==> src/rtl/mdu_arbiter_if.sv <==
// EX-stage view of the shared mul/div units: two issue-slot requests,
// per-slot results, and the registered operand/control bus to the units.
interface mdu_arbiter_if #(
    parameter int unsigned XLEN = 64
);
    logic                      except;
    logic                      advance;
    logic [1:0]                req_valid;
    logic [1:0]                req_is_div;
    logic [1:0]                req_sign1;
    logic [1:0]                req_sign2;
    logic [1:0]                req_get_hi;
    logic [1:0]                req_word32;
    logic [1:0][XLEN-1:0]      req_a;
    logic [1:0][XLEN-1:0]      req_b;
    logic                      stall;
    logic [1:0][XLEN-1:0]      resp_data;
    logic                      mul_start;
    logic                      div_start;
    logic                      div_abort;
    logic [XLEN-1:0]           u_a;
    logic [XLEN-1:0]           u_b;
    logic                      u_sign1;
    logic                      u_sign2;
    logic                      u_get_hi;
    logic                      mul_ready;
    logic                      div_ready;
    logic [XLEN-1:0]           mul_result;
    logic [XLEN-1:0]           div_result;

    modport slave (
        input  except, advance, req_valid, req_is_div, req_sign1, req_sign2, req_get_hi,
               req_word32, req_a, req_b, mul_ready, div_ready, mul_result, div_result,
        output stall, resp_data, mul_start, div_start, div_abort, u_a, u_b, u_sign1,
               u_sign2, u_get_hi
    );

    modport master (
        output except, advance, req_valid, req_is_div, req_sign1, req_sign2, req_get_hi,
               req_word32, req_a, req_b, mul_ready, div_ready, mul_result, div_result,
        input  stall, resp_data, mul_start, div_start, div_abort, u_a, u_b, u_sign1,
               u_sign2, u_get_hi
    );
endinterface

==> src/rtl/mdu_arbiter.sv <==
// Shares one multi-cycle mul unit and one div unit between the two EX issue slots,
// serving slot 0 before slot 1 and stalling EX until every valid request is done.
module mdu_arbiter #(
    parameter int unsigned XLEN = 64
) (
    input logic          clk,
    input logic          rst,
    mdu_arbiter_if.slave bus
);
    typedef enum logic [1:0] {StIdle, StLaunch, StRun} state_e;

    state_e               state_q, state_d;
    logic                 g_q, g_d;
    logic                 is_div_q, is_div_d;
    logic                 word32_q, word32_d;
    logic [1:0]           done_q, done_d;
    logic [1:0][XLEN-1:0] res_q, res_d;
    logic [XLEN-1:0]      u_a_q, u_a_d, u_b_q, u_b_d;
    logic                 u_sign1_q, u_sign1_d, u_sign2_q, u_sign2_d, u_get_hi_q, u_get_hi_d;
    logic                 mul_start_q, mul_start_d, div_start_q, div_start_d;
    logic [1:0]           pend;
    logic                 stall_c, load, load_slot, unit_ready;
    logic [XLEN-1:0]      unit_result;

    function automatic logic [XLEN-1:0] zext32(input logic [XLEN-1:0] v, input logic w32);
        return w32 ? {{(XLEN-32){1'b0}}, v[31:0]} : v;
    endfunction

    function automatic logic [XLEN-1:0] sext32(input logic [XLEN-1:0] v, input logic w32);
        return w32 ? {{(XLEN-32){v[31]}}, v[31:0]} : v;
    endfunction

    // Gated by rst so every output reads 0 while reset is held.
    assign pend    = bus.req_valid & ~done_q;
    assign stall_c = rst & ~bus.except & (|pend);

    always_comb begin
        state_d     = state_q;
        g_d         = g_q;
        is_div_d    = is_div_q;
        word32_d    = word32_q;
        done_d      = done_q;
        res_d       = res_q;
        u_a_d       = u_a_q;
        u_b_d       = u_b_q;
        u_sign1_d   = u_sign1_q;
        u_sign2_d   = u_sign2_q;
        u_get_hi_d  = u_get_hi_q;
        mul_start_d = 1'b0;
        div_start_d = 1'b0;
        load        = 1'b0;
        load_slot   = 1'b0;
        unit_ready  = is_div_q ? bus.div_ready : bus.mul_ready;
        unit_result = is_div_q ? bus.div_result : bus.mul_result;

        if (bus.except) begin
            state_d = StIdle;
            done_d  = '0;
        end else begin
            if (bus.advance && !stall_c) begin
                done_d = '0;
            end
            unique case (state_q)
                StIdle: begin
                    if (pend[0]) begin
                        load      = 1'b1;
                        load_slot = 1'b0;
                    end else if (pend[1]) begin
                        load      = 1'b1;
                        load_slot = 1'b1;
                    end
                end
                StLaunch: state_d = StRun;
                StRun: begin
                    if (unit_ready) begin
                        res_d[g_q]  = sext32(unit_result, word32_q);
                        done_d[g_q] = 1'b1;
                        // Chain slot 1 straight into LAUNCH so there is no idle bubble.
                        if (!g_q && pend[1]) begin
                            load      = 1'b1;
                            load_slot = 1'b1;
                        end else begin
                            state_d = StIdle;
                        end
                    end
                end
                default: state_d = StIdle;
            endcase
        end

        if (load) begin
            state_d     = StLaunch;
            g_d         = load_slot;
            is_div_d    = bus.req_is_div[load_slot];
            word32_d    = bus.req_word32[load_slot];
            u_a_d       = zext32(bus.req_a[load_slot], bus.req_word32[load_slot]);
            u_b_d       = zext32(bus.req_b[load_slot], bus.req_word32[load_slot]);
            u_sign1_d   = bus.req_sign1[load_slot];
            u_sign2_d   = bus.req_sign2[load_slot];
            u_get_hi_d  = bus.req_get_hi[load_slot];
            mul_start_d = ~bus.req_is_div[load_slot];
            div_start_d = bus.req_is_div[load_slot];
        end
    end

    always_ff @(posedge clk or negedge rst) begin
        if (!rst) begin
            state_q     <= StIdle;
            g_q         <= 1'b0;
            is_div_q    <= 1'b0;
            word32_q    <= 1'b0;
            done_q      <= '0;
            res_q       <= '0;
            u_a_q       <= '0;
            u_b_q       <= '0;
            u_sign1_q   <= 1'b0;
            u_sign2_q   <= 1'b0;
            u_get_hi_q  <= 1'b0;
            mul_start_q <= 1'b0;
            div_start_q <= 1'b0;
        end else begin
            state_q     <= state_d;
            g_q         <= g_d;
            is_div_q    <= is_div_d;
            word32_q    <= word32_d;
            done_q      <= done_d;
            res_q       <= res_d;
            u_a_q       <= u_a_d;
            u_b_q       <= u_b_d;
            u_sign1_q   <= u_sign1_d;
            u_sign2_q   <= u_sign2_d;
            u_get_hi_q  <= u_get_hi_d;
            mul_start_q <= mul_start_d;
            div_start_q <= div_start_d;
        end
    end

    assign bus.stall     = stall_c;
    assign bus.resp_data = res_q;
    assign bus.mul_start = mul_start_q;
    assign bus.div_start = div_start_q;
    assign bus.div_abort = bus.except & is_div_q & ((state_q == StLaunch) || (state_q == StRun));
    assign bus.u_a       = u_a_q;
    assign bus.u_b       = u_b_q;
    assign bus.u_sign1   = u_sign1_q;
    assign bus.u_sign2   = u_sign2_q;
    assign bus.u_get_hi  = u_get_hi_q;

    // EX may only capture once the arbiter has released the stall.
    a_no_advance_in_stall: assert property (@(posedge clk) disable iff (!rst)
        !(bus.advance && stall_c));
endmodule

==> src/flat_wrapper.sv <==
// flat-port wrapper written by rule: the top's interface ports become plain ports
module mdu_arbiter_flat 
#(
    parameter int unsigned XLEN = 64
)
  (clk, rst, bus_except, bus_advance, bus_req_valid, bus_req_is_div, bus_req_sign1, bus_req_sign2, bus_req_get_hi, bus_req_word32, bus_req_a, bus_req_b, bus_mul_ready, bus_div_ready, bus_mul_result, bus_div_result, bus_stall, bus_resp_data, bus_mul_start, bus_div_start, bus_div_abort, bus_u_a, bus_u_b, bus_u_sign1, bus_u_sign2, bus_u_get_hi);
  mdu_arbiter_if #(.XLEN(XLEN)) bus_i ();
  input logic clk;
  input logic rst;
  input wire logic [$bits(bus_i.except)-1:0] bus_except;
  input wire logic [$bits(bus_i.advance)-1:0] bus_advance;
  input wire logic [$bits(bus_i.req_valid)-1:0] bus_req_valid;
  input wire logic [$bits(bus_i.req_is_div)-1:0] bus_req_is_div;
  input wire logic [$bits(bus_i.req_sign1)-1:0] bus_req_sign1;
  input wire logic [$bits(bus_i.req_sign2)-1:0] bus_req_sign2;
  input wire logic [$bits(bus_i.req_get_hi)-1:0] bus_req_get_hi;
  input wire logic [$bits(bus_i.req_word32)-1:0] bus_req_word32;
  input wire logic [$bits(bus_i.req_a)-1:0] bus_req_a;
  input wire logic [$bits(bus_i.req_b)-1:0] bus_req_b;
  input wire logic [$bits(bus_i.mul_ready)-1:0] bus_mul_ready;
  input wire logic [$bits(bus_i.div_ready)-1:0] bus_div_ready;
  input wire logic [$bits(bus_i.mul_result)-1:0] bus_mul_result;
  input wire logic [$bits(bus_i.div_result)-1:0] bus_div_result;
  output wire logic [$bits(bus_i.stall)-1:0] bus_stall;
  output wire logic [$bits(bus_i.resp_data)-1:0] bus_resp_data;
  output wire logic [$bits(bus_i.mul_start)-1:0] bus_mul_start;
  output wire logic [$bits(bus_i.div_start)-1:0] bus_div_start;
  output wire logic [$bits(bus_i.div_abort)-1:0] bus_div_abort;
  output wire logic [$bits(bus_i.u_a)-1:0] bus_u_a;
  output wire logic [$bits(bus_i.u_b)-1:0] bus_u_b;
  output wire logic [$bits(bus_i.u_sign1)-1:0] bus_u_sign1;
  output wire logic [$bits(bus_i.u_sign2)-1:0] bus_u_sign2;
  output wire logic [$bits(bus_i.u_get_hi)-1:0] bus_u_get_hi;
  assign bus_i.except = bus_except;
  assign bus_i.advance = bus_advance;
  assign bus_i.req_valid = bus_req_valid;
  assign bus_i.req_is_div = bus_req_is_div;
  assign bus_i.req_sign1 = bus_req_sign1;
  assign bus_i.req_sign2 = bus_req_sign2;
  assign bus_i.req_get_hi = bus_req_get_hi;
  assign bus_i.req_word32 = bus_req_word32;
  assign bus_i.req_a = bus_req_a;
  assign bus_i.req_b = bus_req_b;
  assign bus_i.mul_ready = bus_mul_ready;
  assign bus_i.div_ready = bus_div_ready;
  assign bus_i.mul_result = bus_mul_result;
  assign bus_i.div_result = bus_div_result;
  assign bus_stall = bus_i.stall;
  assign bus_resp_data = bus_i.resp_data;
  assign bus_mul_start = bus_i.mul_start;
  assign bus_div_start = bus_i.div_start;
  assign bus_div_abort = bus_i.div_abort;
  assign bus_u_a = bus_i.u_a;
  assign bus_u_b = bus_i.u_b;
  assign bus_u_sign1 = bus_i.u_sign1;
  assign bus_u_sign2 = bus_i.u_sign2;
  assign bus_u_get_hi = bus_i.u_get_hi;
  mdu_arbiter #(.XLEN(XLEN)) u_core (.clk(clk), .rst(rst), .bus(bus_i));
endmodule
==> config.mk <==
export PLATFORM = sky130hd
export DESIGN_NAME = mdu_arbiter_flat
export DESIGN_NICKNAME = d
export VERILOG_FILES = /design/src/rtl/mdu_arbiter_if.sv /design/src/rtl/mdu_arbiter.sv /design/src/flat_wrapper.sv
export SDC_FILE = /design/constraint.sdc
export NUM_CORES = 1
export LEC_CHECK = 0
export ABC_AREA = 1
export BUFFER_PORTS_ARGS = -buffer_cell sky130_fd_sc_hd__buf_2
export CORE_AREA = 2 2 256 258
export CTS_BUF_LIST = sky130_fd_sc_hd__clkbuf_8 sky130_fd_sc_hd__clkbuf_16
export DETAILED_ROUTE_END_ITERATION = 12
export DIE_AREA = 0 0 258 260
export SYNTH_ARGS = -nofsm -noshare
export SYNTH_HDL_FRONTEND = slang
export SYNTH_SLANG_ARGS = --single-unit
==> constraint.sdc <==
create_clock -name clk -period 4.4 [get_ports clk]
set_input_delay 1.1 -clock clk [delete_from_list [all_inputs] [get_ports clk]]
set_output_delay 1.1 -clock clk [all_outputs]
set_load 0.1 [all_outputs]
# After elaboration in Yosys (flattened, before gate mapping)

Cells that the tools add are included.
Widths: inputs -> output; s select.

Equality and inequality tests: 5
Reductions and logical operators: 10
Multiplexer cells: 45
Bitwise operators: 9
Order comparisons: 3

Operators by type and width:

| cell               | count |
|---|---|
| $mux 64            | 9 |
| $bwmux 128         | 1 |
| $demux 64 s1       | 1 |
| $mux 1             | 21 |
| $mux 2             | 9 |
| $pmux 2 s3         | 1 |
| $reduce_and 3->1   | 2 |
| $and 1x1->1        | 4 |
| $lt 1x2->1 const B | 2 |
| $ne 4x2->1 const B | 1 |
| $ne 4x3->1 const B | 1 |
| $pmux 1 s2         | 2 |
| $logic_and 1x1->1  | 3 |
| $ne 3x2->1 const B | 1 |
| $and 2x2->2        | 1 |
| $eq 2x1->1 const B | 1 |
| $eq 2x2->1 const B | 1 |
| $logic_not 1->1    | 2 |
| $logic_not 2->1    | 1 |
| $not 1->1          | 2 |
| $not 2->2          | 1 |
| $or 2x2->2         | 1 |
| $reduce_or 2->1    | 1 |
| $demux 1 s1        | 1 |
| 2 further kinds    | 2 |

Bits in registers: 268
Output and inout port bits: 263

# Logic depth before layout (Yosys ltp)

Gate-level depths: netlist of the first run.

Depth in word-level cells: 12
Gate-level depth with buffers: 12
Gate-level depth less buffers: 10

# Least setup slack after synthesis of the first run

No wires, ideal clock.

Path kind: input to output
From: input port bus_except
To: output port bus_div_abort
Setup slack: 511 ps
Stages on the path: 4
Arrival time: 2789 ps
Required time: 3300 ps
Cells stage by stage: inv_1 > buf_2 > clkbuf_1 > nor2_1

Word-level cells in the longest chain between the ends: 2

RTL lines:

| what                     | RTL line           | source |
|---|---|---|
| start, declared          | flat_wrapper.sv:10 | `input wire logic [$bits(bus_i.except)-1:0] bus_except;` |
| $and 1x1->1 (2 in a row) | mdu_arbiter.sv:142 | `assign bus.div_abort = bus.except & is_div_q & ((state_q == StLaunch) \|\| (state_q == StRun));` |
| end, declared            | flat_wrapper.sv:28 | `output wire logic [$bits(bus_i.div_abort)-1:0] bus_div_abort;` |

No other way between the ends.

# Worst setup path in the final report of the first run

Same ends and word-level chain as after synthesis.

==> reports/qor.txt, run 1 <==
Setup CP Type: input pin to output pin
Post-CTS Hold Buffers: 0
hpwl dp: 35300 microns
Slew Limit Fails: 0
reg2reg end: u_core.bus.resp_data[105]
Register Area: 6710 sq um
fillcell total: 6996
total CTS buffers: 34
Synth Instances: 1748
fin area: 18300 sq um
RSZ-0062 raised after global routing: no
vias in the first global route: 12.7k
die height: 260 microns
I/O Buffers: 664
crit path launch type: input pin
TNS Setup: 0 ps
total core area: 64100 sq um
die area: 67100 sq um
H-Tree Depth: 2
hold crit path type: flip-flop to flip-flop
WL final: 49000 microns
Worst Hold Endpoint: u_core.bus.u_b[62]
worst slew pin tran: 1250 ps
Clk pin slew, worst setup/hold paths: 50 ps
Layout Area Growth over Synthesis: 39.1%
FP Rows: 93
outcome: finished, final reports clean
CP Capture Type: output pin
root buffer cell: clkbuf_16
Die X: 258 microns
reg-to-reg startpoint: u_core.is_div_q
post-synthesis register bit count: 268
CP max FO: 4
Clock Path Buffers: 3
layout cells sized above 1: 31.7%
Wirelength per Cell: 15.2 microns
Remaining DRCs: 0
Worst R2R Path Depth: 8
Synth area leader: dfrtp_1
Core Util, Final: 28.6%
Ys Warns: 0
global-route wire length before repair: 73000 microns
Via density: 4.11
initial antenna violation count: 3
first-pass iteration count of the detailed router: 6
reg-to-reg setup timing slack: 1280 ps
clk_lat worst skew: 530 ps
largest net degree at the start of global routing: 148
period utilization: 76.4%
worst relative slew slack: 16.6%
CTS tree: built
critical path arrival: 2260 ps
Main synth FF type: dfrtp_1
EDFF count, synth: 0
post-CTS setup buffer count: 0
initial DRC count: 731
Avg Inst Size Synth: 7.54 sq um
ys async rst share: 100%
Post-CTS Resized: 0
Overflow after GRT: 0
IO Pins: 665
post-synth top area share: 50.9%
Initial Utilization: 20.6%
Final min period: 3360 ps
area of the multi-input gates: 5120 sq um
Fmax: 297 MHz
DR vias: 13.2k
most common cell in the synthesized netlist: nand2_1
maxcap violations: 0
largest cells by area after synthesis: dfrtp_1 51%, nand2_1 20%, inv_1 5.9%
Routed Antenna Nets: 0
Setup violations, final: 0
global placement routability congestion: 0.841
Hold Crit Depth: 2
Final nets: 2750
commonest cells in the netlist: 700 x nand2_1, 268 x dfrtp_1, 208 x inv_1
Final Hold Vio Count: 0
GRT Util Overall: 13.9%
worst hold start: u_core.bus.u_b[62]
worst clock skew: 15.8 ps
DP Area: 17300 sq um
Post-Syn Area: 13200 sq um
Synth Net Count: 2153
Distinct cells, synth: 25
Critical Path RT: 3300 ps
clock sinks: 268
sequential-to-total area share from yosys stat: 50.9%
==> kinds of logic after synthesis <==
| group | after synthesis | synth area share (%) |
|---|---|---|
| adder cells (fa/ha/maj) | 3 | 0.285 |
| flip-flops | 268 | 50.9 |
| AND/OR/NAND/NOR | 910 | 27.5 |
| buffers and inverters | 332 | 10.5 |
| AO/OA/AOI/OAI | 235 | 10.9 |
==> state kept, by name, indices dropped and copies added (netlist names) <==
name and count:
u_core.bus.resp_data 128, u_core.bus.u_a 64, u_core.bus.u_b 64, u_core.done_q 2, u_core.state_q 2, u_core.bus.div_start 1, u_core.bus.mul_start 1, u_core.bus.u_get_hi 1
u_core.bus.u_sign1 1, u_core.bus.u_sign2 1, u_core.g_q 1, u_core.is_div_q 1, u_core.word32_q 1
==> worst max path at each step <==
stage,slack (ps),cells past startpoint,to,start
detailed placement,980,9,u_core.word32_q,bus_mul_ready
floorplan,510,4,bus_div_abort,bus_except
CTS,1020,4,bus_div_abort,bus_except
global route,930,8,u_core.bus.resp_data[35],u_core.is_div_q
global placement,970,9,u_core.word32_q,bus_mul_ready
finish,1040,4,bus_div_abort,bus_except
==> through the flow <==
| step | std cells | hold WS, ps | setup WS (ps) |
|---|---|---|---|
| 4_1_cts | 3222 | 476 | 1020 |
| 3_5_place_dp | 3164 | 460 | 985 |
| 6_report | 3223 | 469 | 1040 |
| 3_3_place_gp | 3164 | 458 | 971 |
| 5_1_grt | 3223 | 490 | 927 |
| 2_1_floorplan | 1748 | 502 | 511 |
==> cells in the final DEF, fill, tap and decap left out, types with 12 or more instances in the layout <==
cell and instances:
nand3_1 133, clkinv_2 12, dfrtp_1 267, clkbuf_16 35
o21ai_0 131, nor2_1 69, buf_2 663, inv_1 210
nand2_1 699, o31ai_1 32, o211ai_1 67
==> worst max-delay path: stages <==
cell and delay (ps):
buf_2 240, inv_2 120, nor2_1 300, buf_2 500
==> layout make-up <==
type                            count  area share, %
Sequential cell                   268           36.6
Multi-Input combinational cell   1148           27.9
Timing Repair Buffer              682           19.5
Tap cell                          855           5.83
Clock buffer                       38           5.00
Inverter                          211           4.33
Clock inverter                     20          0.853
Antenna cell                        1         0.0136
==> per-layer routing <==
| metal | wire, microns | GRT usage [%] | share of wire (%) | vias up |
|---|---|---|---|---|
| met5 | 0 | 0 | 0 | - |
| met4 | 1700 | 5.28 | 3.5 | 0 |
| met3 | 3790 | 3.55 | 7.7 | 75 |
| met2 | 23000 | 23.4 | 47 | 560 |
| met1 | 20500 | 17.2 | 42 | 5959 |
| li1 | - | - | - | 6644 |
Power of run 1 is left out: the tool's default activity adds up to more than one toggle a clock period on the data nets, which glitch-free logic cannot reach.
==> inputs of run 2 (changes only) <==
--- a/config.mk
+++ b/config.mk
@@ -7,10 +7,10 @@
 export LEC_CHECK = 0
 export ABC_AREA = 1
 export BUFFER_PORTS_ARGS = -buffer_cell sky130_fd_sc_hd__buf_2
-export CORE_AREA = 2 2 256 258
+export CORE_AREA = 2 2 260 262
 export CTS_BUF_LIST = sky130_fd_sc_hd__clkbuf_8 sky130_fd_sc_hd__clkbuf_16
 export DETAILED_ROUTE_END_ITERATION = 12
-export DIE_AREA = 0 0 258 260
+export DIE_AREA = 0 0 262 264
 export SYNTH_ARGS = -nofsm -noshare
 export SYNTH_HDL_FRONTEND = slang
 export SYNTH_SLANG_ARGS = --single-unit
==> constraint.sdc (replaced) <==
create_clock -name clk -period 3.1 [get_ports clk]
set_input_delay 0.775 -clock clk [delete_from_list [all_inputs] [get_ports clk]]
set_output_delay 0.775 -clock clk [all_outputs]
set_load 0.1 [all_outputs]
==> reports/qor.txt, run 2 (same netlist as run 1, synthesis figures left out) <==
hold crit path type: input pin to asynchronous set/reset pin
worst path bufs/invs: 2
Final nets: 2760
worst clock skew: 10.2 ps
fillcell total: 7356
Wirelength per Cell: 14.7 microns
I/O Buffers: 664
die height: 264 microns
total CTS buffers: 30
clock sinks: 268
root buffer cell: clkbuf_16
TNS Setup: 0 ps
Critical Path RT: 2320 ps
CP Capture Type: output pin
Post-CTS Resized: 0
Slowest-stage cell, CP: dfrtp_2
global-route wire length before repair: 71900 microns
maxcap violations: 0
Remaining DRCs: 0
critical path arrival: 2040 ps
number of flip-flops in the largest register: 128
Clk pin slew, worst setup/hold paths: 70 ps
worst relative slew slack: 34.8%
global placement routability congestion: 0.836
crit path launch type: flip-flop
initial DRC count: 699
CP peak stage delay: 570 ps
initial antenna violation count: 5
DR vias: 13.3k
Overflow after GRT: 0
H-Tree Depth: 1
GRT Util Overall: 13.2%
Fmax: 355 MHz
layout cells sized above 1: 32.2%
CP cell instances: buf_4 > nand2_1 > nor2_2 > buf_12
FP Rows: 95
Slew Limit Fails: 0
DRT met1 WL: 20000 microns
vias in the first global route: 12.8k
WL met2: 22400 microns
first-pass iteration count of the detailed router: 5
outcome: finished, final reports clean
Setup violations, final: 0
period utilization: 90.9%
largest net degree at the start of global routing: 136
clk_lat worst skew: 580 ps
Final Hold Vio Count: 0
Final min period: 2820 ps
hpwl dp: 35500 microns
CTS tree: built
Layout Area Growth over Synthesis: 41.7%
worst slew pin tran: 978 ps
IO Pins: 665
routed length on met3: 3710 microns
die area: 69200 sq um
total core area: 66600 sq um
Via density: 4.10
WL final: 47900 microns
post-CTS setup buffer count: 0
Crit path max-delay family: flip-flops
RSZ-0062 raised after global routing: no
top layer in use: met5
Routed Antenna Nets: 0
Die X: 262 microns
commonest cells after routing, fill and taps aside: 699 x nand2_1, 661 x buf_2, 267 x dfrtp_1, 209 x inv_1, 133 x nand3_1
Post-CTS Hold Buffers: 0
Clock Path Buffers: 3
Initial Utilization: 19.8%
most common cell after layout, fill and taps aside: nand2_1
Setup CP Type: flip-flop to output pin
CP max FO: 11
==> run 2: cell types whose count changed in the layout (fill, tap and decap cells not counted), moves of 4 or more <==
cell	change
clkbuf_16	-4
clkinv_2	-5
bufinv_16	+6
buf_12	+9
buf_4	+7
==> run 2: layout make-up <==
cell class	instances	area, sq um	area share (%)
Timing Repair Buffer	696	3790	20.3
Multi-Input combinational cell	1148	5120	27.4
Clock inverter	20	309	1.66
Antenna cell	3	7.51	0.0402
Clock buffer	36	845	4.52
Inverter	211	795	4.26
Sequential cell	268	6710	35.9
Tap cell	873	1090	5.85
==> run 2: worst paths after layout <==
kind	slack, ps	depth (start not counted)	start	end
setup / recovery	280	4	u_core.is_div_q	bus_div_abort
hold / removal	270	2	rst	u_core.bus.resp_data[76]
setup reg to reg	670	11	u_core.is_div_q	u_core.bus.u_b[56]
hold reg to reg	470	2	u_core.bus.u_a[2]	u_core.bus.u_a[2]
max in group asynchronous	2060	2	rst	u_core.bus.u_a[19]
min in group clk	450	3	bus_req_b[84]	u_core.bus.u_b[20]
==> run 2: per-layer routing <==
layer  vias up  GRT usage [%]
met5         -              0
met1      6026           16.3
li1       6667              -
met2       540           22.4
met4         4           4.98
met3        97           2.82
==> run 2: worst register-to-register path: stages, from the launching register on <==
cell     delay (ps)
dfrtp_2         570
inv_2            80
nand2_1          60
nand2_1         230
nand3_2         190
nand2_2         160
nand2_8         290
buf_4           430
nand2_1         130
nand2_1          70
nand3_1          70
nand2_1          70
==> run 2: through the flow <==
stage | std cells | setup slack (ps) | area, sq um | utilization [%] | hold WS [ps]
after global routing | 3252 | 132 | 18700 | 28.0 | 328
after detailed placement | 3196 | 369 | 17500 | 26.3 | 460
after global placement | 3196 | 391 | 17500 | 26.3 | 459
after floorplan | 1748 | 314 | 13200 | - | 479
final | 3255 | 282 | 18700 | 28.1 | 274
after CTS | 3252 | 180 | 18700 | 28.0 | 307
Power of run 2 is left out for the same reason.
==> inputs of run 3 (changes only) <==
==> constraint.sdc (replaced) <==
create_clock -name clk -period 2.65 [get_ports clk]
set_input_delay 0.6625 -clock clk [delete_from_list [all_inputs] [get_ports clk]]
set_output_delay 0.6625 -clock clk [all_outputs]
set_load 0.1 [all_outputs]
==> reports/qor.txt, run 3 (same netlist as run 1, synthesis figures left out) <==
Final nets: 2778
outcome: finished, final reports clean
number of flip-flops in the largest register: 128
Clk pin slew, worst setup/hold paths: 60 ps
Die X: 262 microns
vias in the first global route: 12.8k
worst slew pin tran: 911 ps
hold crit path type: input pin to asynchronous set/reset pin
first-pass iteration count of the detailed router: 7
critical path arrival: 1780 ps
I/O Buffers: 664
GRT Util Overall: 13.4%
maxcap violations: 0
global placement routability congestion: 0.866
largest net degree at the start of global routing: 135
Clock Path Buffers: 3
Wirelength per Cell: 15.0 microns
global-route wire length before repair: 72900 microns
period utilization: 92.3%
total core area: 66600 sq um
WL final: 48900 microns
die height: 264 microns
Remaining DRCs: 0
worst relative slew slack: 39.2%
Setup CP Type: flip-flop to output pin
Setup violations, final: 0
IO Pins: 665
Register Area: 6710 sq um
post-CTS setup buffer count: 0
Critical Path RT: 1990 ps
H-Tree Depth: 1
TNS Setup: 0 ps
Slew Limit Fails: 0
initial antenna violation count: 5
RSZ-0062 raised after global routing: no
DP Area: 17700 sq um
Overflow after GRT: 0
DR vias: 13.4k
commonest cells after routing, fill and taps aside: 699 x nand2_1, 661 x buf_2, 267 x dfrtp_1, 212 x inv_1, 133 x nand3_1
CP max FO: 17
clock sinks: 268
Layout Area Growth over Synthesis: 41.8%
Fmax: 409 MHz
Post-CTS Resized: 0
die area: 69200 sq um
worst clock skew: 10.5 ps
total CTS buffers: 31
CP Capture Type: output pin
Via density: 4.09
root buffer cell: clkbuf_16
most common cell after layout, fill and taps aside: nand2_1
crit path launch type: flip-flop
fillcell total: 7294
hpwl dp: 36300 microns
Final min period: 2450 ps
Final Hold Vio Count: 0
layout cells sized above 1: 32.4%
FP Rows: 95
CTS tree: built
clk_lat worst skew: 570 ps
Routed Antenna Nets: 0
area of the multi-input gates: 5120 sq um
fin area: 18700 sq um
initial DRC count: 667
Initial Utilization: 19.8%
[run 3: worst max-delay path, stage by stage, from the launching register on]
cell and delay, ps:
dfrtp_2 450, buf_4 260, nand2_1 90, nor2_2 190, buf_12 210
[run 3: worst paths after layout]
check                      slack [ps]  cells after the start                        to               start
max                               200                      4             bus_div_abort     u_core.is_div_q
min                               150                      2                u_core.g_q                 rst
max reg2reg                       440                      9  u_core.bus.resp_data[98]     u_core.is_div_q
min reg2reg                       470                      2        u_core.bus.u_b[41]  u_core.bus.u_b[41]
max in group asynchronous        1640                      2  u_core.bus.resp_data[71]                 rst
min in group clk                  330                      3         u_core.bus.u_a[8]       bus_req_a[72]
[run 3: timing repair]
action | in CTS | in global routing
hold buffers | 1 | 0
endpoints found under the hold margin | 12 | 0
setup endpoints to repair | 0 | 0
[run 3: through the flow]
| step | cells | hold slack, ps | utilization [%] | setup WS [ps] |
|---|---|---|---|---|
| 5_1_grt | 3267 | 199 | 28.1 | 50.9 |
| 3_5_place_dp | 3212 | 460 | 26.6 | 229 |
| 6_report | 3268 | 150 | 28.1 | 205 |
| 2_1_floorplan | 1748 | 367 | - | 89.4 |
| 3_3_place_gp | 3212 | 458 | 26.6 | 207 |
| 4_1_cts | 3266 | 223 | 28.1 | 85.1 |
[run 3: area by class of cell]
type | count | share of cell area [%]
Sequential cell | 268 | 35.9
Multi-Input combinational cell | 1148 | 27.4
Timing Repair Buffer | 713 | 21.2
Tap cell | 873 | 5.84
Clock buffer | 38 | 4.67
Inverter | 211 | 4.25
Clock inverter | 15 | 0.656
Antenna cell | 2 | 0.0268
[run 3: metal layers]
metal	up-vias	share of wire (%)	track usage, %
li1	6708	-	-
met1	6021	41	16.2
met2	531	48	23.6
met3	84	7.6	2.86
met4	6	2.8	4.08
met5	-	0.082	0
Power of run 3 is left out for the same reason.
